===== src/rtl/fwd_pkg.sv =====
// Shared types and helpers for the forwarding / load-use hazard unit.
// Latency: n/a (types, constants and a constant function only).
// Backpressure: n/a.
package fwd_pkg;

  // Widest register index a tag can carry; narrower indices are zero-extended.
  localparam int TAG_AW = 6;

  // fwd_sel encoding: 0 selects the register file, k selects producer stage k.
  localparam int FWD_RF = 0;

  typedef struct packed {
    logic              valid;
    logic              regWrite;
    logic              isLoad;
    logic [TAG_AW-1:0] rd;
  } fwd_tag_t;

  // Width of a forwarding select able to encode 0..depth.
  function automatic int sel_w(input int depth);
    return $clog2(depth + 1);
  endfunction

endpackage


===== src/rtl/fwd_prio_match.sv =====
// Youngest-producer search: finds the lowest-index tag writing a given source register.
// Latency: purely combinational, zero cycles.
// Backpressure: none; evaluated every cycle from its inputs.
module fwd_prio_match
  import fwd_pkg::*;
#(
  parameter int N    = 2,
  parameter int IW   = 2,
  parameter int BASE = 1
) (
  input  fwd_tag_t [N-1:0]  tags,
  input  logic [TAG_AW-1:0] src,
  output logic              hit,
  output logic [IW-1:0]     idx,
  output logic              is_load
);

  // Scan oldest to youngest so the youngest match is the last one written.
  always_comb begin
    hit     = 1'b0;
    idx     = '0;
    is_load = 1'b0;
    for (int p = N - 1; p >= 0; p--) begin
      if (tags[p].valid && tags[p].regWrite &&
          (tags[p].rd != '0) && (tags[p].rd == src)) begin
        hit     = 1'b1;
        idx     = IW'(p + BASE);
        is_load = tags[p].isLoad;
      end
    end
  end

endmodule


===== src/rtl/fwd_hazard_unit.sv =====
// Forwarding select for the EX instruction and load-use stall for the ID instruction (FWD_STATS_EN adds counters).
// Latency: fwd_sel and stall are combinational (zero cycles); the tag pipeline advances one stage per clock.
// Backpressure: stall asks the core to hold IF/ID; producer stages never stall, EX takes a bubble instead.
module fwd_hazard_unit
  import fwd_pkg::*;
#(
  parameter  int NUM_SRC   = 2,
  parameter  int FWD_DEPTH = 2,
  parameter  int REG_AW    = 5,
  parameter  int LOAD_LAT  = 1,
  localparam int SELW      = sel_w(FWD_DEPTH)
) (
  input  logic                            clk,
  input  logic                            rst,
  input  logic                            id_valid,
  input  logic                            id_regWrite,
  input  logic                            id_isLoad,
  input  logic [REG_AW-1:0]               id_rd,
  input  logic [NUM_SRC-1:0][REG_AW-1:0]  id_rs,
  input  logic [NUM_SRC-1:0]              id_rs_used,
  input  logic                            flush,
  output logic                            stall,
  output logic [NUM_SRC-1:0][SELW-1:0]    fwd_sel
`ifdef FWD_STATS_EN
  ,
  output logic [31:0]                     stall_cnt,
  output logic [31:0]                     fwd_cnt
`endif
);

  // tag[0] is the EX consumer, tag[1..FWD_DEPTH] are the forwarding producers.
  // LOAD_LAT must stay below FWD_DEPTH, otherwise load data is never forwardable.
  fwd_tag_t [FWD_DEPTH:0]           tag;
  fwd_tag_t                         id_tag;
  logic [NUM_SRC-1:0][REG_AW-1:0]   ex_rs;
  logic [NUM_SRC-1:0]               ex_rs_used;
  logic [NUM_SRC-1:0]               stall_src;
  logic [NUM_SRC-1:0]               escape;

  // Pack the ID instruction into the tag format.
  always_comb begin
    id_tag          = '0;
    id_tag.valid    = id_valid;
    id_tag.regWrite = id_regWrite;
    id_tag.isLoad   = id_isLoad;
    id_tag.rd       = TAG_AW'(id_rd);
  end

  // Producers shift every cycle; EX loads from ID unless a stall or flush forces a bubble.
  always_ff @(posedge clk or posedge rst) begin
    if (rst) begin
      tag        <= '0;
      ex_rs      <= '0;
      ex_rs_used <= '0;
    end else begin
      for (int k = 1; k <= FWD_DEPTH; k++) begin
        tag[k] <= tag[k-1];
      end
      if (stall || flush) begin
        tag[0]     <= '0;
        ex_rs      <= '0;
        ex_rs_used <= '0;
      end else begin
        tag[0]     <= id_tag;
        ex_rs      <= id_rs;
        ex_rs_used <= id_rs_used;
      end
    end
  end

  for (genvar i = 0; i < NUM_SRC; i++) begin : g_src
    logic            ex_hit;
    logic            ex_ld;
    logic [SELW-1:0] ex_idx;
    logic            id_hit;
    logic            id_ld;
    logic [SELW-1:0] id_idx;

    // EX source against producers 1..FWD_DEPTH.
    fwd_prio_match #(
      .N    (FWD_DEPTH),
      .IW   (SELW),
      .BASE (1)
    ) u_ex_match (
      .tags    (tag[FWD_DEPTH:1]),
      .src     (TAG_AW'(ex_rs[i])),
      .hit     (ex_hit),
      .idx     (ex_idx),
      .is_load (ex_ld)
    );

    // ID source against stages 0..FWD_DEPTH-1 (one stage younger than EX sees).
    fwd_prio_match #(
      .N    (FWD_DEPTH),
      .IW   (SELW),
      .BASE (0)
    ) u_id_match (
      .tags    (tag[FWD_DEPTH-1:0]),
      .src     (TAG_AW'(id_rs[i])),
      .hit     (id_hit),
      .idx     (id_idx),
      .is_load (id_ld)
    );

    // A load whose data is not yet available must never be forwarded.
    assign escape[i]  = ex_hit && ex_ld && (int'(ex_idx) <= LOAD_LAT);
    assign fwd_sel[i] = (ex_hit && !escape[i]) ? ex_idx : SELW'(FWD_RF);

    // Stall while the youngest writer of this source is a load too young to forward.
    assign stall_src[i] = id_valid && id_rs_used[i] && (id_rs[i] != '0) &&
                          id_hit && id_ld && (int'(id_idx) < LOAD_LAT);

    // A used source reaching EX behind an immature load means the stall logic let it through.
    a_no_escape : assert property (@(posedge clk) disable iff (rst)
      !(escape[i] && tag[0].valid && ex_rs_used[i]));
  end

  assign stall = |stall_src;

`ifdef FWD_STATS_EN
  logic fwd_any;

  // Any used source of a real EX instruction taking a bypass this cycle.
  always_comb begin
    fwd_any = 1'b0;
    for (int i = 0; i < NUM_SRC; i++) begin
      if (tag[0].valid && ex_rs_used[i] && (fwd_sel[i] != SELW'(FWD_RF))) begin
        fwd_any = 1'b1;
      end
    end
  end

  // Saturating event counters.
  always_ff @(posedge clk or posedge rst) begin
    if (rst) begin
      stall_cnt <= '0;
      fwd_cnt   <= '0;
    end else begin
      if (stall && (stall_cnt != '1)) begin
        stall_cnt <= stall_cnt + 32'd1;
      end
      if (fwd_any && (fwd_cnt != '1)) begin
        fwd_cnt <= fwd_cnt + 32'd1;
      end
    end
  end
`else
  // Statistics disabled: no counter state and no stats ports.
`endif

endmodule


===== config.mk =====
export PLATFORM = sky130hd
export DESIGN_NAME = fwd_hazard_unit
export DESIGN_NICKNAME = d
export VERILOG_FILES = /design/src/rtl/fwd_pkg.sv /design/src/rtl/fwd_prio_match.sv /design/src/rtl/fwd_hazard_unit.sv
export SDC_FILE = /design/constraint.sdc
export NUM_CORES = 1
export LEC_CHECK = 0
export ABC_AREA = 1
export CAP_MARGIN = 25
export CORE_ASPECT_RATIO = 2
export CORE_MARGIN = 2
export CORE_UTILIZATION = 30
export DETAILED_ROUTE_END_ITERATION = 8
export DONT_BUFFER_PORTS = 1
export HOLD_SLACK_MARGIN = 0.12
export PLACE_DENSITY_LB_ADDON = 0.25
export SYNTH_ARGS = -nofsm -noshare
export SYNTH_HDL_FRONTEND = slang
export SYNTH_SLANG_ARGS = --single-unit

===== constraint.sdc =====
create_clock -name clk -period 1.2 [get_ports clk]
set_input_delay 0.12 -clock clk [delete_from_list [all_inputs] [get_ports clk]]
set_output_delay 0.12 -clock clk [all_outputs]
set_load 0.005 [all_outputs]

Yosys cells after proc, flatten, opt, wreduce, memory -nomap -nowiden. Index checks and enable logic that the tools add are counted.

Order comparisons: 4. Equality and inequality tests: 8. Muxes and demuxes: 28. Reductions and logical operators: 39.

Operator list (count): equality test 6 x 5 -> 1 bit (8); logical AND 1 bit (30); two-way mux 1 bit (20); nonzero test 6 bit (3); two-way mux 2 bit (6); two-way mux 10 bit (1); nonzero test 5 bit (2); two-way mux 9 bit (1); <= comparator 2 x 1 -> 1 bit, second input constant (2); < comparator 2 x 1 -> 1 bit, second input constant (2); logical NOT 1 bit (2); OR reduction 2 bit (1); logical OR 1 bit (1).

Register bits: 37. Input port bits: 23. Output and inout port bits: 5. Logic and storage cells: 93.

Depth between registers and ports, before layout.
Depth after elaboration: 11. Depth in mapped cells: 12.

By module. Synthesis repeated with hierarchy kept, for this count alone.

Cells, all modules: 429. Area, all modules: 2537.4 µm².

By module, submodules not included: fwd_hazard_unit (instances 1, cells an instance 105, area each 1156.1 µm², sequential area each 850.8 µm²); fwd_prio_match (g_src[0].u_ex_match ...) (instances 2, cells an instance 91, area each 380.4 µm², sequential area each 0.0 µm²); fwd_prio_match (g_src[0].u_id_match ...) (instances 2, cells an instance 71, area each 310.3 µm², sequential area each 0.0 µm²).

Least setup slack after synthesis. No wires, ideal clock.

Path kind: register to register. Start: reg tag[2] (netlist name). End: reg ex_rs[7] (netlist name). Data arrival time: 1.111 ns. Required time: 1.084 ns. Setup slack: -0.028 ns. Cell stages (with the launch flop): 12. Buffers on the path: 1. Clock period less this slack: 1.228 ns. Cells stage by stage: dfrtp_1 -> inv_1 -> nand2_1 -> nand2_1 -> nand2_1 -> nor2_1 -> nand2_1 -> nand2_1 -> nand2_2 -> nand2_4 -> buf_6 -> nor2_1.

Word-level cells in the longest chain between the ends: 10. Elaborated cells between the ends (all ways): 23.

RTL lines: from (decl) (line fwd_hazard_unit.sv:33) `fwd_tag_t [FWD_DEPTH:0] tag;`; from (signal, indexed assignment) (line fwd_hazard_unit.sv:57) `tag[k] <= tag[k-1];`; parallel branches: the longest is 7 deep, another holds < comparator 2 x 1 -> 1 bit; OR reduction 2 bit (*) (line fwd_hazard_unit.sv:118) `assign stall = |stall_src;`; logical OR 1 bit (*) (line fwd_hazard_unit.sv:59) `if (stall || flush) begin`; two-way mux 10 bit (*) (line fwd_hazard_unit.sv:59); to (signal assigned) (line fwd_hazard_unit.sv:65) `ex_rs <= id_rs;`; to (decl) (line fwd_hazard_unit.sv:35) `logic [NUM_SRC-1:0][REG_AW-1:0] ex_rs;`.

Every way passes the cells marked *.

Final worst setup path.
Start: reg tag[3] (netlist name). End: out stall.

Word-level cells in the longest chain between the ends: 8. Elaborated cells between the ends (all ways): 21.

RTL lines: parallel branches: the longest is 7 deep, another holds < comparator 2 x 1 -> 1 bit; OR reduction 2 bit (*) (line fwd_hazard_unit.sv:118); to (decl) (line fwd_hazard_unit.sv:22) `output logic stall,`.

Marked as above.

==> impl_metrics.py <==
metrics = {
    "clock_tree": {
        "ctsLongestPathBuffers": 2,
        "insertion_delay_ns": 0.28,
        "htree_levels": 2,
        "cts_tree": "yes",
        "clkTransAtPathRegs_ns": 0.07,
        "cts_buffers": 5,
        "cts.sinks": 33,
        "cts_root_buf": "clkbuf_8",
    },
    "routing": {
        "num_vias": 1248,
        "dr.pass1.iters": 4,
        "vias_per_cell": 4.41,
        "route.detailed.drc": 0,
        "wirelength_um": 3710,
        "drtAntennaViolNets": 0,
        "wl_per_cell_um": 13.1,
        "drt-initial-drc-count": 25,
    },
    "synth": {
        "synthDistinctLibCells": 14,
        "synth_top_cell_by_area": "dfrtp_1",
        "synth_edf_count": 0,
        "avgSynthCellArea_um2": 8.43,
        "yosys-top-cells-area": "dfrtp_1 (54%), nand2_1 (9.6%), nor2_1 (8.6%)",
        "syn_nets": 204,
        "async_flop_share_pct": 100,
        "ys_ff_latch": 33,
        "synth_area_um2": 1530,
        "ys.flop_type": "dfrtp_1",
        "synth_cells": 181,
        "synth_top_area_share_pct": 54.1,
        "ys_seq_area_share_pct": 54.1,
        "yosys_warnings": 0,
    },
    "power_and_ir_drop": {
        "switching_share_pct": 24.0,
        "p_clk_share_pct": 40.1,
        "seq_power_share_pct": 46.0,
        "pwr-share-comb_pct": 13.9,
        "p_switching_uw": 643,
        "internal_power_uw": 2030,
        "p_per_area_nw_per_um2": 1180,
        "worst_ir_drop_vdd_mv": 0.967,
        "leakagePower_uw": 0.00116,
    },
    "timing": {
        "finalSetupViolCount": 23,
        "maxSlewViolCount": 0,
        "skew_ns": 0.00236,
        "worst_slack_ns": -0.380,
        "fin_crit_ns": 1.58,
        "fin_crit_sh_pct": 132,
        "hold_viol": 0,
        "rsz0062_at_grt": "true",
        "tightest_slew_ns": 0.657,
        "holdWs_ns": 0.336,
        "clock.fmax_mhz": 633,
        "relSlewSlack_pct": 56.1,
    },
    "status": {
        "violations": "setup timing",
        "outcome": "finished, violations left",
    },
    "worst_setup_path": {
        "cp.arrival_ns": 1.46,
        "start_kind": "flip-flop",
        "cp_max_fo": 4,
        "cp.required_ns": 1.08,
        "crit_path_top_delay_cell": "dfrtp_1",
        "worstPathCellList": "inv_2 > nand2_1 > nand2_1 > inv_1 > nand2_1 > nor2_1 > nand2_1 > nand2_1 > nand2_2 > buf_6 > inv_2",
        "critPathMostFrequentCell": "nand2_1",
        "endpoint_kind": "primary output",
        "path_class": "flip-flop to primary output",
        "cp_num_buf_inv": 4,
        "crit_family": "simple AND/OR/NAND/NOR gates",
        "critPathMaxStageDelay_ns": 0.42,
    },
    "placement": {
        "hpwl_um": 2740,
        "portBuffers": 0,
        "gp_congestion": 0.825,
        "dpl_cell_area_um2": 1670,
    },
    "global_route": {
        "use_met2_pct": 30.1,
        "top_usage_layer": "met2",
        "grt_pass1_wl_um": 5980,
        "track_usage_pct": 15.1,
        "overflow": 0,
        "met3_usage_pct": 2.29,
        "grt_max_degree": 34,
        "use_met1_pct": 13.1,
        "grt_pass1_vias": 1276,
        "antenna_found_initial": 0,
    },
    "floorplanning": {
        "initial_core_util_pct": 31.1,
        "core_area_um2": 4910,
        "die_h_um": 105,
        "die_area_um2": 5710,
        "boundaryPins": 28,
        "die_x_um": 54.4,
        "fp-row-count": 36,
    },
    "layout": {
        "area_growth_pct": 48.0,
        "num_antenna_cells": 0,
        "post-route-cell-area_um2": 2260,
        "layout.nets": 248,
        "fin_util_pct": 46.0,
        "drive_above_1_share_pct": 32.3,
    },
    "job": {
        "cap_viol_max_count": 0,
    },
    "hold_path": {
        "hp-class": "input pin to flip-flop",
    },
}
==> final timing paths <==
kind / from / end / slack (ns) / depth (start not counted)
worst max register to register: tag[3] / ex_rs[2] / -0.35 / 13
worst min-delay path: flush / tag[8] / 0.34 / 3
min in group asynchronous: rst / tag[16] / 0.36 / 3
max in group asynchronous: rst / tag[10] / 0.52 / 3
worst min register to register: tag[8] / tag[17] / 0.38 / 0
worst max-delay path: tag[3] / stall / -0.38 / 11
==> Yosys cell counts (2+ instances only) <==
library cell   n
a21oi_1        2
dfrtp_1       33
inv_1         32
nand2_1       39
nand3_1        8
nand4_1        4
nor2_1        35
nor3_1         4
xnor2_1        8
xor2_1        12
==> cell type report <==
type | count | area (um^2)
timing repair buffer | 35 | 345
multi-input combinational | 117 | 772
clock buffer | 7 | 86.3
sequential | 33 | 830
fill | 463 | 2650
inverter | 33 | 124
tap | 57 | 71.3
clock inverter | 1 | 30.0
==> layout by cell type, fill, tap and decap left out, drive strengths merged <==
| cell type | n |
|---|---|
| nand2 | 44 |
| bufinv | 1 |
| xnor2 | 8 |
| nor3 | 4 |
| a21oi | 2 |
| dfrtp | 33 |
| xor2 | 12 |
| nand4 | 4 |
| nor2 | 35 |
| buf | 16 |
| clkbuf | 7 |
| nand3 | 8 |
| dlygate4sd3 | 19 |
| inv | 33 |
==> kinds of logic (layout without fill, tap and decap cells) <==
kind of cell	Yosys count	after routing	synth area share (%)
XOR/XNOR	20	20	11.5
flip-flops	33	33	54.1
AND/OR/NAND/NOR	92	95	24.9
buffers and inverters	34	76	8.85
AO/OA/AOI/OAI	2	2	0.656
==> routing by layer <==
layer  up-vias  part of all wire [%]
met5         -                     0
met4         0                   3.9
met3        10                   2.7
met2        25                    65
met1       582                    28
li1        631                     -
==> per-stage QoR <==
step | setup TNS, ns | cells | power (uW) | worst slack (ns)
floorplan | -0.229 | 181 | 1400 | -0.0231
global placement | -3.27 | 248 | 1490 | -0.181
detailed placement | -3.42 | 248 | 1490 | -0.185
CTS | -5.74 | 278 | 2640 | -0.353
global route | -9.90 | 283 | 2780 | -0.490
finish | -7.38 | 283 | 2670 | -0.380
==> registers in the layout, summed over array words and instances (netlist names) <==
register and flops:
tag 23, ex_rs 10
==> power by group through the flow <==
stage | Combinational, uW | Sequential (uW) | Clock, uW
floorplan | 173 | 1230 | 0
global placement | 253 | 1240 | 0
detailed placement | 253 | 1240 | 0
CTS | 330 | 1220 | 1090
global route | 415 | 1240 | 1120
finish | 371 | 1230 | 1070
==> worst register-to-register path: stages (launching register included) <==
cell and delay, ns:
dfrtp_1 0.42, inv_2 0.08, nand2_1 0.06, nand2_1 0.04, inv_1 0.04, nand2_1 0.05, nor2_1 0.12, nand2_1 0.06
nand2_1 0.08, nand2_2 0.06, buf_4 0.14, buf_12 0.14, nand2_8 0.10, nor2_2 0.05
==> what timing repair did <==
action                                  4_1_cts  5_1_grt
buffers inserted                              2        3
pin swaps                                    10        9
hold buffers                                 19        0
endpoints found under the setup margin       23       23
endpoints found under the hold margin        51        0
resized for setup                            22       35
gates cloned                                  1        2
Power figures use the tool's default switching activity.
